**src/rtl/gcore_pkg.sv**
```systemverilog
// Shared phase-sequencer definitions: state encoding (IDLE, P1..P8),
// phase index constants and decode helpers for the per-phase strobes.
package gcore_pkg;

  // FSM state encoding
  localparam logic [3:0] ST_IDLE = 4'd0;
  localparam logic [3:0] ST_P1   = 4'd1;
  localparam logic [3:0] ST_P2   = 4'd2;
  localparam logic [3:0] ST_P3   = 4'd3;
  localparam logic [3:0] ST_P4   = 4'd4;
  localparam logic [3:0] ST_P5   = 4'd5;
  localparam logic [3:0] ST_P6   = 4'd6;
  localparam logic [3:0] ST_P7   = 4'd7;
  localparam logic [3:0] ST_P8   = 4'd8;

  // Externally visible phase index (IDLE also reports 0)
  localparam logic [2:0] PH_P1 = 3'd0;
  localparam logic [2:0] PH_P2 = 3'd1;
  localparam logic [2:0] PH_P3 = 3'd2;
  localparam logic [2:0] PH_P4 = 3'd3;
  localparam logic [2:0] PH_P5 = 3'd4;
  localparam logic [2:0] PH_P6 = 3'd5;
  localparam logic [2:0] PH_P7 = 3'd6;
  localparam logic [2:0] PH_P8 = 3'd7;

  typedef struct packed {
    logic pc_en;
    logic opram_en;
    logic mem_req;
    logic mem_en;
    logic acc_en;
    logic led_out_en;
  } strobe_t;

  function automatic logic [2:0] phase_of(input logic [3:0] st);
    logic [2:0] ph;
    case (st)
      ST_P1:   ph = PH_P1;
      ST_P2:   ph = PH_P2;
      ST_P3:   ph = PH_P3;
      ST_P4:   ph = PH_P4;
      ST_P5:   ph = PH_P5;
      ST_P6:   ph = PH_P6;
      ST_P7:   ph = PH_P7;
      ST_P8:   ph = PH_P8;
      default: ph = 3'd0;
    endcase
    return ph;
  endfunction

  function automatic strobe_t strobes_of(input logic [3:0] st);
    strobe_t s;
    s = '0;
    case (st)
      ST_P1:   s.pc_en      = 1'b1;
      ST_P2:   s.opram_en   = 1'b1;
      ST_P3:   s.mem_req    = 1'b1;
      ST_P4:   s.mem_en     = 1'b1;
      ST_P5: begin
        s.pc_en  = 1'b1;
        s.acc_en = 1'b1;
      end
      ST_P8:   s.led_out_en = 1'b1;
      default: s = '0;
    endcase
    return s;
  endfunction

endpackage

```
**src/rtl/cycle_ctrl_wait_timer.sv**
```systemverilog
// wait_timer: loadable down-counter bounding how long P3 waits for memory.
// expired_o is high during the last permitted wait cycle.
module wait_timer #(
  parameter int WAIT_MAX = 15
) (
  input  logic clk_in,
  input  logic rst,
  input  logic load_i,
  input  logic dec_i,
  output logic expired_o
);

  localparam int W = (WAIT_MAX < 2) ? 1 : $clog2(WAIT_MAX + 1);
  localparam logic [W-1:0] LOAD_VAL = W'(WAIT_MAX - 1);

  logic [W-1:0] cnt_q;
  logic [W-1:0] cnt_d;

  // Load on P3 entry, count down while waiting, hold at zero
  always_comb begin
    cnt_d = cnt_q;
    if (load_i) begin
      cnt_d = LOAD_VAL;
    end else if (dec_i && (cnt_q != '0)) begin
      cnt_d = cnt_q - W'(1);
    end
  end

  // Counter register
  always_ff @(posedge clk_in or negedge rst) begin
    if (!rst) begin
      cnt_q <= '0;
    end else begin
      cnt_q <= cnt_d;
    end
  end

  assign expired_o = (cnt_q == '0);

endmodule

```
**src/rtl/cycle_ctrl.sv**
```systemverilog
// cycle_ctrl: eight-phase instruction cycle sequencer with memory-wait
// timeout, halt at instruction boundary and completed-instruction counter.
// Optional single-step support is enabled by defining CYCLE_CTRL_STEP_EN.
module cycle_ctrl
  import gcore_pkg::*;
#(
  parameter int WAIT_MAX = 15,
  parameter int CNT_W    = 16
) (
  input  logic             clk_in,
  input  logic             rst,
  input  logic             run,
  input  logic             halt_req,
  input  logic             step,
  input  logic             mem_rdy,
  output logic             pc_en,
  output logic             opram_en,
  output logic             mem_req,
  output logic             mem_en,
  output logic             acc_en,
  output logic             led_out_en,
  output logic             busy,
  output logic [2:0]       phase,
  output logic             err,
  output logic [CNT_W-1:0] instr_cnt
);

  logic [3:0]       state_q, state_d;
  logic             err_q, err_d;
  logic             halt_pend_q, halt_pend_d;
  logic [CNT_W-1:0] cnt_q, cnt_d;
  strobe_t          strb_q;
  logic             busy_q;
  logic [2:0]       phase_q;
  logic             wait_expired;
  logic             step_go;

`ifdef CYCLE_CTRL_STEP_EN
  logic step_q;

  // Step edge detector: previous sample of the step input
  always_ff @(posedge clk_in or negedge rst) begin
    if (!rst) begin
      step_q <= 1'b0;
    end else begin
      step_q <= step;
    end
  end

  // A step only launches from an idle, error-free, non-running controller
  assign step_go = step & ~step_q & ~run;
`else
  logic unused_step;
  assign unused_step = step;
  assign step_go     = 1'b0;
`endif

  wait_timer #(
    .WAIT_MAX (WAIT_MAX)
  ) u_wait_timer (
    .clk_in    (clk_in),
    .rst       (rst),
    .load_i    (state_q == ST_P2),
    .dec_i     (state_q == ST_P3),
    .expired_o (wait_expired)
  );

  // Next-state, error, halt-pending and instruction-count logic
  always_comb begin
    state_d = state_q;
    err_d   = err_q;
    cnt_d   = cnt_q;
    if (!run) begin
      err_d = 1'b0;
    end
    case (state_q)
      ST_IDLE: begin
        if (!err_q && ((run && !halt_req) || step_go)) begin
          state_d = ST_P1;
        end
      end
      ST_P1: state_d = ST_P2;
      ST_P2: state_d = ST_P3;
      ST_P3: begin
        if (mem_rdy) begin
          state_d = ST_P4;
        end else if (wait_expired) begin
          state_d = ST_IDLE;
          err_d   = 1'b1;
        end
      end
      ST_P4: state_d = ST_P5;
      ST_P5: state_d = ST_P6;
      ST_P6: state_d = ST_P7;
      ST_P7: state_d = ST_P8;
      ST_P8: begin
        cnt_d   = cnt_q + CNT_W'(1);
        state_d = (run && !halt_req && !halt_pend_q) ? ST_P1 : ST_IDLE;
      end
      default: state_d = ST_IDLE;
    endcase
    // A halt seen anywhere mid-instruction is remembered until the boundary
    if ((state_q == ST_IDLE) || (state_q == ST_P8) || (state_d == ST_IDLE)) begin
      halt_pend_d = 1'b0;
    end else begin
      halt_pend_d = halt_pend_q | halt_req;
    end
  end

  // State and registered outputs, decoded from the upcoming state
  always_ff @(posedge clk_in or negedge rst) begin
    if (!rst) begin
      state_q     <= ST_IDLE;
      err_q       <= 1'b0;
      halt_pend_q <= 1'b0;
      cnt_q       <= '0;
      strb_q      <= '0;
      busy_q      <= 1'b0;
      phase_q     <= 3'd0;
    end else begin
      state_q     <= state_d;
      err_q       <= err_d;
      halt_pend_q <= halt_pend_d;
      cnt_q       <= cnt_d;
      strb_q      <= strobes_of(state_d);
      busy_q      <= (state_d != ST_IDLE);
      phase_q     <= phase_of(state_d);
    end
  end

  assign pc_en      = strb_q.pc_en;
  assign opram_en   = strb_q.opram_en;
  assign mem_req    = strb_q.mem_req;
  assign mem_en     = strb_q.mem_en;
  assign acc_en     = strb_q.acc_en;
  assign led_out_en = strb_q.led_out_en;
  assign busy       = busy_q;
  assign phase      = phase_q;
  assign err        = err_q;
  assign instr_cnt  = cnt_q;

endmodule

```
**config.mk**
```make
export PLATFORM = sky130hd
export DESIGN_NAME = cycle_ctrl
export DESIGN_NICKNAME = d
export VERILOG_FILES = /design/src/rtl/gcore_pkg.sv /design/src/rtl/cycle_ctrl_wait_timer.sv /design/src/rtl/cycle_ctrl.sv
export SDC_FILE = /design/constraint.sdc
export NUM_CORES = 1
export LEC_CHECK = 0
export ABC_AREA = 0
export BUFFER_PORTS_ARGS = -buffer_cell sky130_fd_sc_hd__buf_4
export CAP_MARGIN = 5
export CORE_ASPECT_RATIO = 2
export CORE_MARGIN = 4
export CORE_UTILIZATION = 42
export CTS_BUF_LIST = sky130_fd_sc_hd__clkbuf_4
export CTS_CLUSTER_SIZE = 30
export DETAILED_ROUTE_END_ITERATION = 8
export GPL_ROUTABILITY_DRIVEN = 0
export GPL_TIMING_DRIVEN = 0
export PLACE_DENSITY = 0.72
export SLEW_MARGIN = 10
export SYNTH_ARGS = -nofsm -noshare
export SYNTH_HDL_FRONTEND = slang
export SYNTH_SLANG_ARGS = --single-unit
```
**constraint.sdc**
```tcl
create_clock -name clk_in -period 2.7 [get_ports clk_in]
set_clock_uncertainty 0.05 [all_clocks]
set_input_delay 0.405 -clock clk_in [delete_from_list [all_inputs] [get_ports clk_in]]
set_output_delay 0.405 -clock clk_in [all_outputs]
set_load 0.01 [all_outputs]
```
## Yosys cells after proc, flatten, opt, wreduce, memory -nomap -nowiden

Memories as Yosys holds them, arrays and structs flattened. A register that Yosys moved wholly into a read port is not among the register bits.
Index checks and enable logic that the tools add are counted.

| operators by class | value |
|---|---|
| $add $sub $neg | 2 |
| eq/ne operators | 14 |
| multiplexer cells | 18 |
| bitwise operators | 1 |
| reduce and logical (&&, ||, !) cells | 17 |

Operator list:

| operator | number |
|---|---|
| $pmux W4 S9 | 1 |
| $eq A4 B3 Y1 const B | 6 |
| $mux W4 | 5 |
| $add A16 B1 Y16 const B | 1 |
| $eq A4 B2 Y1 const B | 4 |
| $logic_not A4 Y1 | 3 |
| $mux W1 | 12 |
| $eq A4 B1 Y1 const B | 2 |
| $eq A4 B4 Y1 const B | 2 |
| $reduce_bool A4 Y1 | 2 |
| $logic_and A1 B1 Y1 | 4 |
| $logic_not A1 Y1 | 4 |
| $sub A4 B1 Y4 const B | 1 |
| $logic_or A1 B1 Y1 | 2 |
| $reduce_bool A2 Y1 | 1 |
| $reduce_or A2 Y1 | 1 |
| $or A1 B1 Y1 | 1 |

| word-level totals | value |
|---|---|
| register bits | 33 |
| ROM bits | 48 |
| output and inout bits | 27 |
| logic and storage cells | 65 |
| memories kept | 1 |

Memory list:

| name | depth | width | rd ports | clocked after Yosys merged registers in | write ports | line | source |
|---|---|---|---|---|---|---|---|
| (name not given) | 16 | 3 | 1 | 1 | 0 | gcore_pkg.sv:37 | `case (st)` |

## Depth between registers and ports, before layout

| depth | value |
|---|---|
| depth in word-level cells | 8 |
| depth in mapped cells | 11 |
| depth with buffers taken out | 11 |

## Modules after synthesis

Synthesis repeated with hierarchy kept, for this count alone.

| second synthesis, totals | value |
|---|---|
| cells, all modules | 136 |
| area, all modules | 1646.6 µm² |

Modules (own cells, without submodules):

| module | instances | cells an instance | area each (µm²) |
|---|---|---|---|
| cycle_ctrl | 1 | 115 | 1420.1 |
| wait_timer | 1 | 21 | 226.5 |

## Least setup slack after synthesis

No wires, ideal clock.

| timing path | value |
|---|---|
| path type | flip-flop to flip-flop |
| start point | register u_wait_timer.cnt_q[0] |
| end point | register phase_q[1], in the netlist phase[1] |
| library setup time | 0.083 ns |
| arrival | 2.088 ns |
| data required time | 2.567 ns |
| path slack | 0.480 ns |
| stages on the path, launching flop included | 12 |
| path buffers | 0 |
| path through | dfrtp_1 > inv_1 > ha_1 > or3b_2 > nand2_1 > nor2_1 > o21ai_0 > ha_1 > inv_1 > nor2_1 > a21oi_1 > o21ai_0 |

| between the ends | value |
|---|---|
| longest elaborated chain between the ends | 4 |

RTL lines:

| item | line | source |
|---|---|---|
| start: declaration | cycle_ctrl_wait_timer.sv:16 | `logic [W-1:0] cnt_q;` |
| start signal: assignment | cycle_ctrl_wait_timer.sv:34 | `cnt_q <= cnt_d;` |
| $logic_not A4 Y1 | cycle_ctrl_wait_timer.sv:38 | `assign expired_o = (cnt_q == '0);` |
| $mux W4 | cycle_ctrl.sv:87 | `end else if (wait_expired) begin` |
| $mux W4 | cycle_ctrl.sv:85 | `if (mem_rdy) begin` |
| $pmux W4 S9 | cycle_ctrl.sv:76 | `case (state_q)` |
| end: declaration | cycle_ctrl.sv:34 | `logic [2:0] phase_q;` |

No other way between the ends.
A chain may end at the register's enable or synchronous reset.

## Worst setup path in the final report

Ends and elaborated chain as after synthesis.

==> results.tsv <==
stage	metric	value	unit
outcome	status	completed	
synth	synthTopCellsByArea	dfrtp_1, xnor2_1, ha_1, nand3_1, nand2_1	
min_path	hold_class	in2reg	
layout	final_common_cell	dfrtp_1	
global_route	antenna_found_initial	0	
clock_network	cts_buffer_depth	2	
synth	syn-num-nets	153	
critical_path	critPathLaunch	u_wait_timer.cnt_q[0]$_DFFE_PN0P_	
synth	synth_area_per_cell	11.5	um^2
critical_path	r2r_start	u_wait_timer.cnt_q[0]$_DFFE_PN0P_	
timing	hold_violations	0	
clock_network	cts-root-buf	clkbuf_4	
critical_path	r2r_end	phase[1]$_DFF_PN0_	
clock_network	worstSkewPairLatency	0.34	ns
timing	finalCritPeriodShare	0.898	
pwr	p_per_area	895	nW/um^2
clock_network	cts.clk_slew.worst_paths	0.11	ns
die	io_pins	33	
layout	layout_common_cells	dfrtp_1, buf_4, xnor2_1	
synth	yosysUniqueCellTypes	36	
layout	drive_gt1_frac	0.295	
detailed_routing	vias	1168	
critical_path	crit_type	reg2reg	
synth	postSynthCellCount	141	
critical_path	worst-path-buf-inv	2	
detailed_routing	dr.pass1.iters	4	
timing	slew_viol_final	0	
critical_path	cp-start-kind	flop	
timing	finalSetupViolations	0	
die	start_util	0.441	
layout	diodes	0	
detailed_routing	drt_iter0_markers	11	
global_route	grt_overflow	0	
place	pre_cts_ws	0.132	ns
die	dieArea	4990	um^2
critical_path	r2r_slack	0.28	ns
timing	fin_setup_tns	0	ns
critical_path	cp_num_cells	11	
critical_path	critPathCapture	phase[1]$_DFF_PN0_	
detailed_routing	drc	0	
place	dp_hpwl	2560	um
critical_path	path_max_fanout	5	
die	core_area	3680	um^2
synth	ys_ff_latch	36	
timing	fin_ws	0.276	ns
clock_network	cts_tree	built	
global_route	grt_pass1_vias	1138	
detailed_routing	avgRoutedWirePerCell	14.1	um
detailed_routing	routed_wl	3270	um
timing	worst_slew_pin_slew	0.590	ns
die	floorplan.rows	31	
pwr	p_leak	0.985	nW
critical_path	required	2.91	ns
clock_network	htree_levels	2	
critical_path	crit_arrival	2.63	ns
clock_network	cts_buffers	5	
timing	relSlewSlack	0.607	
place	port_buffers	31	
critical_path	max_stage_delay	0.49	ns
flow_run	cap_violations	0	
pwr	peakVddDrop	0.748	mV
timing	fmax	413	MHz
critical_path	path_cells	inv_1 > ha_1 > or3b_2 > nand2_2 > nor2_1 > o21ai_1 > ha_1 > inv_1 > nor2_1 > a21oi_1 > o21ai_0	
critical_path	reg2reg_depth	11	
timing	rsz0062_at_grt	false	
critical_path	end_kind	flop	
synth	yosysTopAreaCell	dfrtp_1	
layout	layout.nets	194	
layout	fin_util	0.550	
layout	area_growth	24.7	%
synth	synthesis.area	1630	um^2
synth	ys_seq_area_frac	0.554	
die	die_h	96.0	um
detailed_routing	drtAntennaViolNets	0	
critical_path	crit_family	simple AND/OR/NAND/NOR gates	
timing	hold_ws	0.248	ns
timing	final.min_clock_period	2.42	ns
die	fp.dieW	52.0	um
global_route	gr-usage-all-layers	0.149	
global_route	grt_pass1_wl	5370	um
critical_path	crit_slowest_cell	or3b_2	
synth	yosysTopAreaCellShare	0.554	
global_route	grt_max_degree	37	
detailed_routing	avgViaCountPerCell	5.03	
synth	yosysWarnings	0	
clock_network	clock_sinks	36	
## layout make-up
class	count	area [um^2]
plain buffers	4	32.5
clock buffers	6	45.0
clock inverters	2	35.0
fillers	329	1660
inverters	6	22.5
multi-input cells	95	672
flip-flops and latches	36	901
well taps	49	61.3
repair buffers	34	258
## synthesized netlist by cell type
cell type and instances:
dfrtp_1 36, xnor2_1 14, nand2_1 11, nor2_1 10, nand3_1 9, ha_1 6
inv_1 6, and2_1 5, a21oi_1 3, nand4_1 3, nand4b_1 3, o21ai_0 3
xor2_1 3, buf_2 2, buf_6 2, nor2b_1 2, nor3_1 2, nor3b_1 2
o211ai_1 2, a211oi_1 1, a21bo_2 1, a21o_1 1, a22o_1 1, a31oi_1 1
and2b_2 1, and3_1 1, and3_2 1, and4_1 1, and4bb_2 1, mux2_2 1
nand3b_1 1, nand4_2 1, nor4b_4 1, o21a_1 1, o31ai_1 1, or3b_2 1
## repair_timing
action,in CTS,in global routing
hold endpoints to repair,36,0
setup buffers,0,2
hold buffers,1,0
resized for setup,0,2
endpoints found under the setup margin,0,2
## registers in the layout, indices dropped and copies added (netlist names)
register / flops
led_out_en: 1
phase: 3
err: 1
acc_en: 1
opram_en: 1
busy: 1
mem_req: 1
pc_en: 1
mem_en: 1
instr_cnt: 16
u_wait_timer.cnt_q: 4
state_q: 4
halt_pend_q: 1
## through the flow
step                      cells  power (mW)  area, um^2
after detailed placement    221        1.42        1920
after CTS                   230        1.80        2010
after floorplan             141        1.18        1630
after global routing        232        1.96        2030
after global placement      221        1.37        1920
final                       232        1.81        2030
## logic make-up (layout without fill, tap and decap cells)
kind of cell | after synthesis | after routing | share of synthesized area
DFF | 36 | 36 | 0.554
buffers and inverters | 10 | 52 | 0.0339
xor gates and xnor gates | 17 | 17 | 0.0916
adders and majority gates | 6 | 6 | 0.0462
AOI/OAI and AO/OA | 15 | 15 | 0.0616
and+or+nand+nor | 56 | 56 | 0.206
muxes | 1 | 1 | 0.00693
## layer usage
metal	wire length (um)	GRT usage
met4	64	0.0656
met2	1930	0.274
met5	0	0
met1	1150	0.148
met3	130	0.0419
## where the power goes
| group | leakage, nW | internal (mW) | total, mW | switching (mW) |
|---|---|---|---|---|
| Clock | 0.0456 | 0.204 | 0.375 | 0.171 |
| Combinational | 0.472 | 0.331 | 0.705 | 0.374 |
| Sequential | 0.468 | 0.658 | 0.734 | 0.0755 |
| Total | 0.985 | 1.19 | 1.81 | 0.620 |
## worst reg2reg max path, cell delays in order, from the launching register on
cell and delay (ns):
dfrtp_1 0.41, inv_1 0.06, ha_1 0.17, or3b_2 0.49, nand2_2 0.15, nor2_1 0.07, o21ai_1 0.21, ha_1 0.22
inv_1 0.06, nor2_1 0.21, a21oi_1 0.07, o21ai_0 0.16
## worst min-delay path by stage
| stage | start | slack [ns] | depth (start not counted) | to |
|---|---|---|---|---|
| after floorplan | rst | 0.06 | 0 | acc_en$_DFF_PN0_ |
| after global placement | rst | 0.32 | 1 | instr_cnt[7]$_DFFE_PN0N_ |
| after detailed placement | rst | 0.33 | 1 | instr_cnt[6]$_DFFE_PN0N_ |
| after CTS | run | 0.23 | 2 | err$_DFF_PN0_ |
| after global routing | run | 0.23 | 2 | err$_DFF_PN0_ |
| final | run | 0.25 | 2 | err$_DFF_PN0_ |
(Power assumes the default switching activity.)
